<file path="config.mk">
export PLATFORM = sky130hd
export DESIGN_NAME = lm_display_engine
export DESIGN_NICKNAME = d
export VERILOG_FILES = /design/src/rtl/lm_display_engine.sv
export SDC_FILE = /design/constraint.sdc
export NUM_CORES = 1
export LEC_CHECK = 0
export ABC_AREA = 1
export BUFFER_PORTS_ARGS = -buffer_cell sky130_fd_sc_hd__buf_2
export CORE_MARGIN = 4
export CORE_UTILIZATION = 43
export CTS_BUF_LIST = sky130_fd_sc_hd__clkbuf_8
export CTS_CLUSTER_SIZE = 14
export DETAILED_ROUTE_END_ITERATION = 10
export PLACE_DENSITY = 0.59
export REMOVE_ABC_BUFFERS = 1
export SYNTH_ARGS = -nofsm -noshare
export SYNTH_HDL_FRONTEND = slang
export SYNTH_SLANG_ARGS = --single-unit
</file>
<file path="constraint.sdc">
create_clock -name clk -period 2.2 [get_ports clk]
set_input_delay 0.22 -clock clk [delete_from_list [all_inputs] [get_ports clk]]
set_output_delay 0.22 -clock clk [all_outputs]
set_load 0.03 [all_outputs]
</file>
<file path="src/rtl/lm_display_engine.sv">
// LED manager display engine: pops commands from the LED FIFO and drives the board LEDs,
// holding each entry on screen for a minimum time with static, blink, accumulate and clear modes.
module lm_display_engine #(
  parameter int unsigned WIDTH          = 10,
  parameter int unsigned HOLD_CYCLES    = 50000000,
  parameter int unsigned BLINK_HALF     = 12500000,
  parameter bit          CLEAR_ON_EMPTY = 1'b0,
  parameter int unsigned CNT_W          = 26
) (
  input  logic             clk,
  input  logic             rst,
  input  logic [WIDTH+1:0] rd_data,
  input  logic             fifo_empty,
  output logic             rd_en,
  output logic [WIDTH-1:0] leds,
  output logic             busy
);

  localparam logic [1:0] StIdle = 2'd0;
  localparam logic [1:0] StWait = 2'd1;
  localparam logic [1:0] StHold = 2'd2;

  localparam logic [1:0] ModeStatic = 2'b00;
  localparam logic [1:0] ModeBlink  = 2'b01;
  localparam logic [1:0] ModeAccum  = 2'b10;
  localparam logic [1:0] ModeClear  = 2'b11;

  localparam logic [CNT_W-1:0] HoldLast  = CNT_W'(HOLD_CYCLES - 1);
  localparam logic [CNT_W-1:0] BlinkLast = CNT_W'(BLINK_HALF - 1);

  logic [1:0]       state_q, state_d;
  logic [CNT_W-1:0] hold_cnt_q, hold_cnt_d;
  logic [CNT_W-1:0] blink_cnt_q, blink_cnt_d;
  logic             phase_q, phase_d;
  logic [WIDTH-1:0] pattern_q, pattern_d;
  logic [1:0]       mode_q, mode_d;
  logic [WIDTH-1:0] leds_q, leds_d;

  logic [WIDTH-1:0] payload;
  logic [1:0]       cmd_mode;
  logic             hold_expire;

  assign payload     = rd_data[WIDTH-1:0];
  assign cmd_mode    = rd_data[WIDTH+1:WIDTH];
  assign hold_expire = (state_q == StHold) && (hold_cnt_q == HoldLast);

  always_comb begin
    state_d     = state_q;
    hold_cnt_d  = hold_cnt_q;
    blink_cnt_d = blink_cnt_q;
    phase_d     = phase_q;
    pattern_d   = pattern_q;
    mode_d      = mode_q;
    leds_d      = leds_q;
    rd_en       = 1'b0;

    case (state_q)
      StIdle: begin
        if (!fifo_empty) begin
          rd_en   = 1'b1;
          state_d = StWait;
        end
      end

      StWait: begin
        mode_d = cmd_mode;
        unique case (cmd_mode)
          ModeStatic: pattern_d = payload;
          ModeBlink:  pattern_d = payload;
          ModeAccum:  pattern_d = pattern_q | payload;
          ModeClear:  pattern_d = '0;
        endcase
        leds_d      = pattern_d;
        hold_cnt_d  = '0;
        blink_cnt_d = '0;
        phase_d     = 1'b1;
        state_d     = StHold;
      end

      StHold: begin
        if (hold_expire) begin
          hold_cnt_d = '0;
          if (!fifo_empty) begin
            rd_en   = 1'b1;
            state_d = StWait;
          end else begin
            state_d = StIdle;
            // A blinking entry freezes in its on phase when the FIFO runs dry.
            phase_d = 1'b1;
            if (CLEAR_ON_EMPTY) begin
              pattern_d = '0;
              leds_d    = '0;
            end else begin
              leds_d = pattern_q;
            end
          end
        end else begin
          hold_cnt_d = hold_cnt_q + CNT_W'(1);
          if (mode_q == ModeBlink) begin
            if (blink_cnt_q == BlinkLast) begin
              blink_cnt_d = '0;
              phase_d     = !phase_q;
              leds_d      = phase_d ? pattern_q : '0;
            end else begin
              blink_cnt_d = blink_cnt_q + CNT_W'(1);
            end
          end
        end
      end

      default: state_d = StIdle;
    endcase

    // Reset dominates: no pop may be issued while the engine is being reset.
    if (rst) begin
      rd_en = 1'b0;
    end
  end

  always_ff @(posedge clk) begin
    if (rst) begin
      state_q     <= StIdle;
      hold_cnt_q  <= '0;
      blink_cnt_q <= '0;
      phase_q     <= 1'b1;
      pattern_q   <= '0;
      mode_q      <= ModeStatic;
      leds_q      <= '0;
    end else begin
      state_q     <= state_d;
      hold_cnt_q  <= hold_cnt_d;
      blink_cnt_q <= blink_cnt_d;
      phase_q     <= phase_d;
      pattern_q   <= pattern_d;
      mode_q      <= mode_d;
      leds_q      <= leds_d;
    end
  end

  assign leds = leds_q;
  assign busy = (state_q == StWait) || (state_q == StHold);

endmodule

</file>
==> Word-level counts from Yosys, hierarchy flattened <==
Cells that the tools add are included.
{ "totals": {"mem_bits_ro": 0, "latchBits": 0, "out_inout_bits": 12, "ramBits": 0, "memories": 0, "reg_bits": 77} }
{ "op_classes": {"n_mul": 0, "mux": 26, "bitwise_logic": 1, "n_lt_le_gt_ge": 0, "eq_ne": 15, "add_sub_neg": 2, "reduce_logical": 10, "div": 0, "n_shift": 0} }
{ "op_table": {"columns": ["cell", "n"], "rows": [
  ["$mux 26", 4],
  ["$pmux 26 s2", 2],
  ["$add 26x1->26 const B", 2],
  ["$mux 10", 5],
  ["$pmux 10 s3", 1],
  ["$eq 26x24->1 const B", 1],
  ["$eq 26x26->1 const B", 1],
  ["$pmux 10 s2", 1],
  ["$or 10x10->10", 1],
  ["$mux 1", 8],
  ["$eq 2x1->1 const B", 3],
  ["$eq 2x2->1 const B", 3],
  ["$ne 2x2->1 const B", 3],
  ["$ne 3x2->1 const B", 2],
  ["$pmux 2 s3", 1],
  ["$logic_not 2->1", 2],
  ["$mux 2", 2],
  ["$pmux 1 s2", 2],
  ["$reduce_and 4->1", 1],
  ["$ne 3x3->1 const B", 1],
  ["$reduce_and 3->1", 1],
  ["$ne 2x1->1 const B", 1],
  ["$reduce_and 2->1", 1],
  ["$reduce_bool 2->1", 1],
  ["other kinds (4)", 4]
]} }

==> Depth between registers and ports, before layout <==
{ "logic_depth": {"ltp_word": 5, "ltp_mapped": 15, "mapped_depth_nobuf": 13} }

==> Worst setup path after synthesis <==
OpenSTA, ideal clock, no wires.
{ "synth_timing": {"kind": "register -> output", "from": "register hold_cnt_q[0]", "to": "output rd_en", "required_ns": 1.980, "stages_incl_launch_ff": 8, "arrival_ns": 1.805, "slack_ns": 0.175, "path_buffers": 0, "path_cell_list": "dfxtp_1 ha_1 nand2_1 nor2_1 nand2_2 nor2_4 nand3_4 a211oi_1"} }
{ "synth_between": {"elab_chain_len": 5} }
{ "synth_rtl": {"columns": ["element", "line", "text"], "rows": [
  ["start: declaration", "32", "logic [CNT_W-1:0] hold_cnt_q, hold_cnt_d;"],
  ["start signal: assignment", "131", "hold_cnt_q <= hold_cnt_d;"],
  ["$eq 26x26->1", "45", "assign hold_expire = (state_q == StHold) && (hold_cnt_q == HoldLast);"],
  ["$logic_and 1x1->1", "45", null],
  ["$mux 1", "81", "if (hold_expire) begin"],
  ["$pmux 1 s2", "57", "case (state_q)"],
  ["$mux 1", "115", "if (rst) begin"],
  ["end: declaration", "14", "output logic rd_en,"]
]} }
Every way passes these cells.

==> Worst setup path in the final report <==
{ "layout_timing": {"from": "register hold_cnt_q[1]", "to": "output rd_en"} }
Same word-level chain as after synthesis.

==> results.tsv <==
stage	metric	value	unit
yosys	largest family of logic cells by synthesized area	simple AND/OR/NAND/NOR gates	
sta	worst-margin pin slew	614	ps
critical_path	reg-to-reg endpoint	leds[9]	
clock_tree	TritonCTS clock tree	built	
critical_path	CP endpoint kind	output port	
floorplan	I/O pin count	27	
yosys	cell with the most instances after synthesis	nand2_1	
sta	Max Fclk	484	MHz
critical_path	FF-to-FF Start	blink_cnt_q[0]	
sta	final setup fails	0	
global_routing	gr usage total	19.0	%
route	total wire length	10.6	mm
yosys	Post-synth ARST share	0	%
yosys	most frequent cells after synthesis	nand2_1 (183), nor2_1 (130), inv_1 (81)	
critical_path	cells on worst reg2reg path	12	
critical_path	Crit path arrival time	1850	ps
global_routing	first-pass GRT wire length	18.2	mm
yosys	post-synth top area share	34.5	%
power	cell area power density	1070	mW/mm^2
placed_design	placed cells	846	
route	drt initial violations	222	
floorplan	Initial Util	44.9	%
yosys	Synth Area in XOR/XNOR	4.12	%
global_routing	largest net degree at the start of global routing	22	
route	first drt pass iteration count	4	
yosys	cell taking the most area after synthesis	dfxtp_1	
yosys	Yosys cell types	34	
route	drt wl/cell	12.3	microns
placed_design	pre-CTS WS	224	ps
sta	Final Hold Viols	0	
critical_path	critical path type	flip-flop to output port	
clock_tree	H-tree levels	3	
critical_path	CP startpoint kind	flip-flop	
yosys	Seq/Total Area, Yosys	34.5	%
finish	post-route insts no fill	862	
yosys	Synth Area in Compound Gates	10.2	%
clock_tree	setup repair bufs after CTS	0	
sta	RSZ-0062 raised after global routing	yes	
critical_path	CP max FO	4	
yosys	Main synth FF type	dfxtp_1	
sta	Clock Skew	8.52	ps
clock_tree	Skew-Pair Late Insertion Delay	360	ps
global_routing	antenna violations before repair	0	
sta	Slew headroom	59.0	%
yosys	Synth Warn #	0	
placed_design	number of port buffers	26	
run_status	status	finished clean	
yosys	simple-gate share of the synthesized area	38.7	%
route	Routed Antenna Nets	0	
finish	layout cells sized above 1	11.8	%
clock_tree	clock sink count	77	
route	vias per cell	4.88	
sta	Period Utilization, post-route	93.9	%
yosys	Mapped Cells	699	
clock_tree	Root Driver	clkbuf_8	
sta	Setup WS post-layout	133	ps
finish	Antenna Cells	0	
floorplan	Die Wd	110	microns
power	LEAKAGE	2.21	nW
global_routing	vias in the first global route	4014	
clock_tree	cts bufs inserted	9	
critical_path	CP endpoint	rd_en	
yosys	Post-synth EDFFs	0	
floorplan	Core ar.	0.00995	sq mm
critical_path	r2r setup slk	280	ps
critical_path	Critical-path top delay cell	dfxtp_1	
clock_tree	Clock transition at path regs	80	ps
finish	Area Growth Syn to Fin	11.5	%
critical_path	Worst Path Required	1980	ps
route	Vias	4207	
yosys	adder-cell share of the synthesized area	1.96	%
placed_design	Final GP Congestion	0.879	
yosys	top cells by area, synth	dfxtp_1 (35%), nand2_1 (15%), nor2_1 (11%)	
floorplan	Rows	36	
sta	crit path time final	2070	ps
clock_tree	Post-CTS Hold Buffers	0	
yosys	multiplexer area fraction after synthesis	0	%
yosys	syn avg cell area	6.39	sq um
clock_tree	Max clock buf depth	2	
placed_design	post-detailed-placement half-perimeter wirelength	7.76	mm
floorplan	die area	0.0121	sq mm
global_routing	global route overflow	0	
job	max-cap violations	0	
yosys	mapped cell area	0.00447	sq mm
critical_path	CP Cell Sequence	ha_1, nand2_1, nor2_2, nand2_2, nor2_4, nand3_4, a211oi_2, buf_4	
route	DRC	0	
finish	nets@finish	746	
sta	Final Max Tran Viols	0	
power	peak supply drop	654	uV
finish	fin util	50.0	%
floorplan	Die Height	110	microns
critical_path	Critical Path Start	hold_cnt_q[1]	
critical_path	max incr delay on CP	370	ps
min_path	Worst Hold Class	primary input to flip-flop	
yosys	register bit count reported by yosys	77	
-- state kept, by name (all words and copies together) (netlist names) --
signal	count
state_q	2
phase_q	1
pattern_q	10
hold_cnt_q	26
leds	10
blink_cnt_q	26
mode_q	2
-- repair_timing --
action / 4_1_cts / 5_1_grt
gates resized for setup: 2 / 5
setup endpoints to repair: 1 / 6
endpoints found under the hold margin: 0 / 0
-- worst min-delay path by stage --
stage,slack (ps),cells after the start,endpoint,startpoint
6_report,170,3,mode_q[0],rd_data[10]
5_1_grt,180,2,hold_cnt_q[1],rst
4_1_cts,160,3,mode_q[0],rd_data[10]
3_5_place_dp,460,2,mode_q[0],mode_q[0]
3_3_place_gp,470,2,mode_q[0],mode_q[0]
2_1_floorplan,280,1,blink_cnt_q[7],rst
-- worst max-delay path, delay by kind of cell (launching register included) --
kind                     cells  cell delay, ps
flip-flops                   1             370
buffers and inverters        1             190
AND/OR/NAND/NOR              5             540
adder cells (fa/ha/maj)      1             170
AO/OA/AOI/OAI                1             210
-- cells by family after synthesis --
group           count (synthesis)
buf+inv                       108
flops                          77
simple gates                  404
xor+xnor                       21
fa+ha+maj                       7
compound gates                 82
-- power by group --
| group | leakage, nW | internal (mW) | switching, mW | total, mW |
|---|---|---|---|---|
| registers | 0.625 | 1.61 | 0.128 | 1.74 |
| logic | 1.46 | 0.655 | 1.52 | 2.17 |
| clock network | 0.127 | 0.864 | 0.548 | 1.41 |
| total | 2.21 | 3.13 | 2.19 | 5.33 |
-- metal layers --
metal	track usage, %	up-vias	part of all wire [%]
li1	-	2228	-
met1	23.7	1902	47
met2	32.0	62	48
met3	4.76	15	3.5
met4	5.88	0	1.8
met5	0	-	0
-- placed cells by master, fill, tap and decap left out, drive strengths merged, types with 7 or more instances in the layout --
cell type and count:
buf 38, nand2 193, ha 7, xor2 18
clkbuf 9, a21o 10, nand3 42, dfxtp 77
nand4 9, nor2 137, inv 85, a21oi 36
nor3 15, o21ai 33
-- cell type report --
type / count / area, sq um
Fill cell: 1069 / 4970
Multi-Input combinational cell: 514 / 2470
Sequential cell: 77 / 1540
Inverter: 84 / 315
Timing Repair Buffer: 38 / 226
Tap cell: 133 / 166
Clock inverter: 7 / 139
Clock buffer: 9 / 124
-- through the flow --
step | cell area (sq um) | hold WS [ps] | TNS [ps] | power (mW)
after floorplan | 4310 | 282 | 0 | 3.22
after global placement | 4700 | 466 | 0 | 3.87
after detailed placement | 4700 | 464 | 0 | 3.91
after CTS | 4970 | 156 | 0 | 5.35
after global routing | 4980 | 180 | -27.1 | 5.75
final | 4980 | 175 | 0 | 5.33
Note: power is estimated with default switching activity, not from simulation.
